### src/rtl/bus_access_arbiter.sv
// Two-requester bus sequencer for the core bus: prefetch (PF) and data (DT).
// One transaction at a time, DT preferred, starvation counter guarantees PF progress.
module bus_access_arbiter #(
  parameter int DATA_STARVE_LIMIT = 4,
  parameter int TIMEOUT_CYCLES    = 255
) (
  input  logic        clock,
  input  logic        reset,
  input  logic        pf_req,
  input  logic [31:0] pf_address,
  output logic        pf_grant,
  output logic        pf_done,
  output logic [31:0] pf_data,
  input  logic        dt_req,
  input  logic        dt_write_enable,
  input  logic [31:0] dt_address,
  input  logic [31:0] dt_write_data,
  output logic        dt_grant,
  output logic        dt_done,
  output logic [31:0] dt_data,
  output logic        bus_vaild,
  input  logic        bus_ready,
  output logic        bus_write_enable,
  output logic [31:0] bus_address,
  output logic [31:0] bus_write_data,
  input  logic [31:0] bus_data,
  output logic        bus_timeout,
  output logic [1:0]  dbg_state
);

  // Handshake: a requester holds req and its fields until its grant pulse; the grant
  // cycle latches the fields. bus_vaild stays high until the cycle where bus_ready is
  // sampled high (or the timeout expires); the owner's done pulse follows one cycle later.

  typedef enum logic [1:0] {
    IDLE   = 2'd0,
    PF_BUS = 2'd1,
    DT_BUS = 2'd2
  } state_t;

  localparam int SW        = $clog2(DATA_STARVE_LIMIT + 1);
  localparam int TW        = $clog2(TIMEOUT_CYCLES + 2);
  localparam int TO_LAST_I = (TIMEOUT_CYCLES > 0) ? TIMEOUT_CYCLES - 1 : 0;

  state_t         state_q, state_d;
  logic [SW-1:0]  starve_q, starve_d;
  logic [TW-1:0]  tcnt_q, tcnt_d;
  logic           pf_grant_q, pf_grant_d;
  logic           pf_done_q, pf_done_d;
  logic [31:0]    pf_data_q, pf_data_d;
  logic           dt_grant_q, dt_grant_d;
  logic           dt_done_q, dt_done_d;
  logic [31:0]    dt_data_q, dt_data_d;
  logic           vaild_q, vaild_d;
  logic           we_q, we_d;
  logic [31:0]    addr_q, addr_d;
  logic [31:0]    wd_q, wd_d;
  logic           timeout_q, timeout_d;

  logic dt_win, pf_win, bus_ack, tmo_hit, finish;

  always_comb begin
    dt_win  = (state_q == IDLE) && dt_req &&
              (!pf_req || (starve_q < SW'(DATA_STARVE_LIMIT)));
    pf_win  = (state_q == IDLE) && !dt_win && pf_req;
    bus_ack = vaild_q && bus_ready;
    // bus_ready on the terminal-count cycle takes precedence over the abort
    tmo_hit = (TIMEOUT_CYCLES > 0) && vaild_q && !bus_ready && (tcnt_q == TW'(TO_LAST_I));
    finish  = bus_ack || tmo_hit;
  end

  always_ff @(posedge clock) begin
    if (reset) begin
      state_q    <= IDLE;
      starve_q   <= '0;
      tcnt_q     <= '0;
      pf_grant_q <= 1'b0;
      pf_done_q  <= 1'b0;
      pf_data_q  <= '0;
      dt_grant_q <= 1'b0;
      dt_done_q  <= 1'b0;
      dt_data_q  <= '0;
      vaild_q    <= 1'b0;
      we_q       <= 1'b0;
      addr_q     <= '0;
      wd_q       <= '0;
      timeout_q  <= 1'b0;
    end else begin
      state_q    <= state_d;
      starve_q   <= starve_d;
      tcnt_q     <= tcnt_d;
      pf_grant_q <= pf_grant_d;
      pf_done_q  <= pf_done_d;
      pf_data_q  <= pf_data_d;
      dt_grant_q <= dt_grant_d;
      dt_done_q  <= dt_done_d;
      dt_data_q  <= dt_data_d;
      vaild_q    <= vaild_d;
      we_q       <= we_d;
      addr_q     <= addr_d;
      wd_q       <= wd_d;
      timeout_q  <= timeout_d;
    end
  end

  always_comb begin
    state_d = state_q;
    case (state_q)
      IDLE: begin
        if (dt_win)      state_d = DT_BUS;
        else if (pf_win) state_d = PF_BUS;
      end
      PF_BUS, DT_BUS: begin
        if (finish) state_d = IDLE;
      end
      default: state_d = IDLE;
    endcase
  end

  always_comb begin
    starve_d   = starve_q;
    tcnt_d     = tcnt_q;
    pf_grant_d = 1'b0;
    pf_done_d  = 1'b0;
    pf_data_d  = pf_data_q;
    dt_grant_d = 1'b0;
    dt_done_d  = 1'b0;
    dt_data_d  = dt_data_q;
    vaild_d    = 1'b0;
    we_d       = we_q;
    addr_d     = addr_q;
    wd_d       = wd_q;
    timeout_d  = 1'b0;
    if (state_q == IDLE) begin
      if (!pf_req) starve_d = '0;
      if (dt_win) begin
        dt_grant_d = 1'b1;
        addr_d     = dt_address;
        we_d       = dt_write_enable;
        wd_d       = dt_write_data;
        tcnt_d     = '0;
        if (pf_req && (starve_q < SW'(DATA_STARVE_LIMIT))) starve_d = starve_q + SW'(1);
      end else if (pf_win) begin
        pf_grant_d = 1'b1;
        addr_d     = pf_address;
        we_d       = 1'b0;
        wd_d       = '0;
        tcnt_d     = '0;
        starve_d   = '0;
      end
    end else if (finish) begin
      timeout_d = !bus_ack;
      if (state_q == DT_BUS) begin
        dt_done_d = 1'b1;
        dt_data_d = bus_ack ? bus_data : 32'hFFFF_FFFF;
      end else begin
        pf_done_d = 1'b1;
        pf_data_d = bus_ack ? bus_data : 32'hFFFF_FFFF;
      end
    end else begin
      vaild_d = 1'b1;
      if ((TIMEOUT_CYCLES > 0) && vaild_q && !bus_ready) tcnt_d = tcnt_q + TW'(1);
    end
  end

  assign pf_grant         = pf_grant_q;
  assign pf_done          = pf_done_q;
  assign pf_data          = pf_data_q;
  assign dt_grant         = dt_grant_q;
  assign dt_done          = dt_done_q;
  assign dt_data          = dt_data_q;
  assign bus_vaild        = vaild_q;
  assign bus_write_enable = we_q;
  assign bus_address      = addr_q;
  assign bus_write_data   = wd_q;
  assign bus_timeout      = timeout_q;
  assign dbg_state        = state_q;

endmodule

### config.mk
export PLATFORM = sky130hd
export DESIGN_NAME = bus_access_arbiter
export DESIGN_NICKNAME = d
export VERILOG_FILES = /design/src/rtl/bus_access_arbiter.sv
export SDC_FILE = /design/constraint.sdc
export NUM_CORES = 1
export LEC_CHECK = 0
export CAP_MARGIN = 20
export CORE_UTILIZATION = 25
export CTS_CLUSTER_DIAMETER = 150
export DETAILED_ROUTE_END_ITERATION = 10
export DONT_BUFFER_PORTS = 1
export SLEW_MARGIN = 20
export SYNTH_ARGS = -nofsm -noshare
export SYNTH_HDL_FRONTEND = slang
export SYNTH_SLANG_ARGS = --single-unit
### constraint.sdc
create_clock -name clock -period 1.9 [get_ports clock]
set_input_delay 0.19 -clock clock [delete_from_list [all_inputs] [get_ports clock]]
set_output_delay 0.19 -clock clock [all_outputs]
set_load 0.01 [all_outputs]
# Word level (Yosys, flattened, before mapping)
# Cells that the tools add are included.
# classes
addsub	2
order_cmp	1
n_eq_ne	6
mux	25
bitwise	3
reduce_logical	27
# ops
op	n
32-bit 2-to-1 mux	5
9-bit 2-to-1 mux	5
3-bit 2-to-1 mux	4
9-bit by 1-bit adder with 9-bit output, second input constant	1
9-bit by 8-bit == test with 1-bit output, second input constant	1
3-bit AND reduction	3
1-bit logical AND	8
1-bit 2-to-1 mux	7
2-bit 2-to-1 mux	3
2-bit OR reduction	3
3-bit OR reduction	2
1-bit zero test	4
2-bit case mux with 2 select lines	1
2-bit AND reduction	2
2-bit nonzero test	2
3-bit by 1-bit adder with 3-bit output, second input constant	1
3-bit less-than comparator, second input constant	1
3-bit != test, second input constant	1
1-bit NOT	3
2-bit by 1-bit == test with 1-bit output, second input constant	1
2-bit == test, second input constant	1
2-bit zero test	1
1-bit logical OR	2
2-bit by 1-bit != test with 1-bit output, second input constant	1
2-bit != test, second input constant	1
# word_totals
reg_bits	149
inputBits	134
output_inout_bits	137
wordCells	78

# Logic depth before layout (Yosys ltp)
# logic_depth
ltp_word	9
mapped_depth	8
mapped_depth_nobuf	6

# Worst setup path after synthesis
# No wires, ideal clock.
# synth_path
path_kind	register to register
start	register tcnt_q[0]
end	register tcnt_q[7]
setup_time_ps	120
t_arrival_ps	1692
t_required_ps	1780
setup_slack_ps	89
stages_incl_launch_ff	8
path_buffers	1
period_less_slack_ps	1811
path_cell_list	dfxtp_1 inv_1 ha_1 and4b_4 a211o_1 and2_4 buf_6 a211o_1
# synth_via
elab_chain_cells	5
word_cells_on_any_way	9
cone_classes	1 x add/sub; 2 x eq/ne; 3 x mux; 3 x reduce/logical
# synth_rtl
element	line_no	source
from (decl)	47	logic [TW-1:0] tcnt_q, tcnt_d;
from (signal assigned)	91	tcnt_q <= tcnt_d;
branches (longest 5 deep; another with 9-bit by 1-bit adder with 9-bit output)	n/a	
# Parallel ways; which one is timed is not known. The select of a mux whose other input is x is not followed.
# A chain may end at the register's enable or synchronous reset.

# Worst setup path after layout
# layout_path
start	register tcnt_q[0]
end	register dt_data_q[6] (netlist: dt_data[6])
# layout_via
elab_chain_cells	4
# layout_rtl
element	line_no	source
9-bit by 8-bit == test with 1-bit output	68	tmo_hit = (TIMEOUT_CYCLES > 0) && vaild_q && !bus_ready && (tcnt_q == TW'(TO_LAST_I));
1-bit logical AND	68	
1-bit logical OR	69	finish = bus_ack || tmo_hit;
3-bit AND reduction (no line)	n/a	
to (signal assigned)	97	dt_data_q <= dt_data_d;
to (decl)	53	logic [31:0] dt_data_q, dt_data_d;
# No other way between the ends.

==> results.yml <==
clocking:
  clock_sinks: 149
  numCtsBuffers: 17
  postCtsHoldBufs: 36
  cts_tree: "done"
  clock-root-buffer: "clkbuf_16"
  clk_pin_slew_ps: 70
  clkLatencyLatePin_ps: 430
  htreeDepth: 4
  cts_buffer_depth: 2
timing:
  timing.final.crit_share_pct: 94.2
  fin_ws_ps: 109
  timing.setup.tns_ps: 0
  fin_worst_skew_ps: 14.8
  slew_viol_final: 0
  rsz0062_at_grt: "false"
  whs_ps: -172
  setup_viol: 0
  finalHoldViolations: 64
  worst_pin_slew_ps: 394
  relSlewSlack_pct: 73.1
  fmax_mhz: 558
  layout_min_cycle_time_ps: 1790
hold_path:
  min_path_type: "primary input to flip-flop"
  hold_path_depth: 1
  whs_endpoint: "bus_address[26]"
  worstHoldStart: "reset"
routing:
  first_iter_violations: 264
  first_pass_iters: 5
  num_vias: 4420
  drcViolationCount: 0
  ant_nets: 0
  routedWlPerCell_um: 16.4
  via_per_inst: 4.73
  wirelength_mm: 15.3
run_status:
  status: "finished with violations"
  violations: "negative hold slack"
placed_design:
  port_buffers: 0
  hpwlAfterDp_mm: 9.96
  placed_area_mm2: 0.00611
  post-place-ws_ps: 87.2
  place_congestion: 0.718
synth:
  synth.distinct_cells: 48
  synth.ff_latch_count: 149
  yosysSeqAreaShare_pct: 51.3
  synthXorXnorAreaFrac_pct: 0
  synth.mux.area_fraction_pct: 5.68
  synth_top_family_by_area: "compound AO/OA/AOI/OAI gates"
  yosys_most_used_dff: "dfxtp_1"
  synth_area_leaders: "dfxtp_1 (51%), nor2_1 (8.8%), a211oi_1 (8.3%)"
  synth_enable_flop_cells: 0
  syn_inst: 614
  async_reset_ff_share_pct: 0
  synth.largest_area_cell: "dfxtp_1"
  synth_compound_area_share_pct: 21.7
  synth_top_area_share_pct: 51.3
  syn-cell-area_mm2: 0.00582
  avgSynthCellArea_um2: 9.48
  synthSimpleGateAreaFrac_pct: 13.5
  synth_nets: 753
  synth_fa_ha_area_share_pct: 1.08
  yosysWarningCount: 0
floorplanning:
  row_count: 55
  coreArea_mm2: 0.0227
  dieHeight_um: 155
  initial_core_util_pct: 25.6
  io_pins: 271
  die_x_um: 155
  dieArea_mm2: 0.0239
global_route:
  busiest_layer: "met2"
  grt_max_degree: 112
  overflow: 0
  antenna_found_initial: 0
  use_met1_pct: 13.7
  grt_pass1_vias: 4324
  grtUsageTotal_pct: 12.7
  use_met3_pct: 5.32
  grt_pass1_wl_mm: 23.5
  use_met2_pct: 21.9
final_layout:
  drive_gt1_share_pct: 10.0
  finish.instance_area_mm2: 0.00711
  nets: 775
  nFillCells: 2352
  area_growth_pct: 22.1
  antennaDiodeCount: 0
worst_setup_path:
  timing.rr.start: "tcnt_q[0]"
  rrSetupSlack_ps: 110
  end_kind: "flip-flop"
  path_class: "flip-flop to flip-flop"
  rr_endpoint: "dt_data[6]"
  startpoint_type: "flip-flop"
  required_ps: 2210
  critPathMaxFanout: 32
  reg2reg_depth: 7
  critPathArrivalTime_ps: 2100
flow_run:
  maxCapViolCount: 0
power:
  power_density_mw_per_mm2: 1330
  cellLeakagePower_uw: 0.00271
  ir_drop_mv: 0.440
kinds of logic (layout without fill, tap and decap cells):
logic type / after synthesis / after routing
AND/OR/NAND/NOR: 179 / 179
AO/OA/AOI/OAI: 164 / 164
flip-flops: 149 / 149
buffers and inverters: 84 / 119
multiplexers: 33 / 33
adder cells (fa/ha/maj): 5 / 5
layer usage:
layer  up-vias  share of wire, %
met5         -                 0
met1      2019                40
met3        24               8.5
met2       176                50
met4         0               2.2
li1       2201                 -
worst max-delay path, cell delays in order (launching register included):
cell and delay (ps):
dfxtp_2 350, inv_1 70, ha_1 210, and4b_4 210
a21o_2 250, and4_1 230, buf_12 170, o21a_1 180
report_power, final:
part	leakage (uW)	total, uW	internal [uW]	switching, uW
logic	0.00120	1900	853	1040
registers	0.00122	4070	3570	496
clock network	0.000302	3500	2000	1500
registers in the layout, indices dropped and copies added (netlist names):
name and count:
dt_grant 1, pf_grant 1, bus_write_enable 1, bus_write_data 32
dt_done 1, dbg_state 2, bus_timeout 1, bus_vaild 1
starve_q 3, pf_data 32, bus_address 32, tcnt_q 9
pf_done 1, dt_data 32
cells in the mapped netlist, types with 5 or more instances:
cell and count:
buf_6 8, a21oi_1 9, dfxtp_1 149, nand2_1 7, a211oi_1 64, nor2_1 137
a22o_1 33, buf_2 13, nand3_1 6, clkbuf_1 23, mux2i_1 33, ha_1 5
o21ai_0 5, inv_1 37, o21a_1 33
layout by cell type (no fill, tap or decap), drive strengths merged, types with 2 or more instances in the layout:
cell / instances
o21ai: 6
nand2: 7
nand3: 6
a21o: 4
and4: 3
nand4b: 3
nor3b: 3
a211o: 2
a211oi: 65
a31oi: 3
nand4: 2
and3: 2
nand2b: 2
a22o: 33
clkinv: 5
o22a: 2
buf: 14
dlygate4sd3: 36
nor4b: 2
nor3: 3
a21oi: 10
ha: 5
o2bb2ai: 2
clkbuf: 17
inv: 45
nor2: 138
bufinv: 2
o21a: 33
mux2i: 33
or3: 2
dfxtp: 149
per-stage QoR:
| step | std cells | utilization [%] | total power, uW | hold WS [ps] |
|---|---|---|---|---|
| 6_report | 934 | 31.3 | 9460 | -172 |
| 5_1_grt | 934 | 31.3 | 10000 | -201 |
| 4_1_cts | 934 | 31.2 | 9550 | -195 |
| 3_5_place_dp | 866 | 26.9 | 5950 | 277 |
| 3_3_place_gp | 866 | 26.9 | 5920 | 270 |
| 2_1_floorplan | 614 | - | 5520 | 316 |
how the worst max path moves through the flow:
stage                  from     endpoint  slack [ps]  cells past startpoint
2_1_floorplan     tcnt_q[0]    tcnt_q[7]          90                      7
3_3_place_gp      tcnt_q[0]  dt_data[28]         110                      7
3_5_place_dp      tcnt_q[0]  dt_data[30]          90                      7
4_1_cts        dbg_state[0]    tcnt_q[7]          30                      6
5_1_grt        dbg_state[0]  starve_q[2]           6                      8
6_report          tcnt_q[0]   dt_data[6]         110                      7
area by class of cell:
type                    instances  area, um^2  share of cell area, %
clock buffers                  17         425                   5.99
clock inverters                15         185                   2.61
inverters                      37         139                   1.95
multi-input cells             381        2470                   34.8
flip-flops and latches        149        2980                   42.0
well taps                     285         357                   5.02
repair buffers                 50         541                   7.61
timing repair:
item,in CTS,in global routing
setup buffers,0,0
resized for setup,0,5
setup endpoints to repair,0,58
hold endpoints to repair,140,103
No activity file was read; power rests on OpenSTA's default activity.
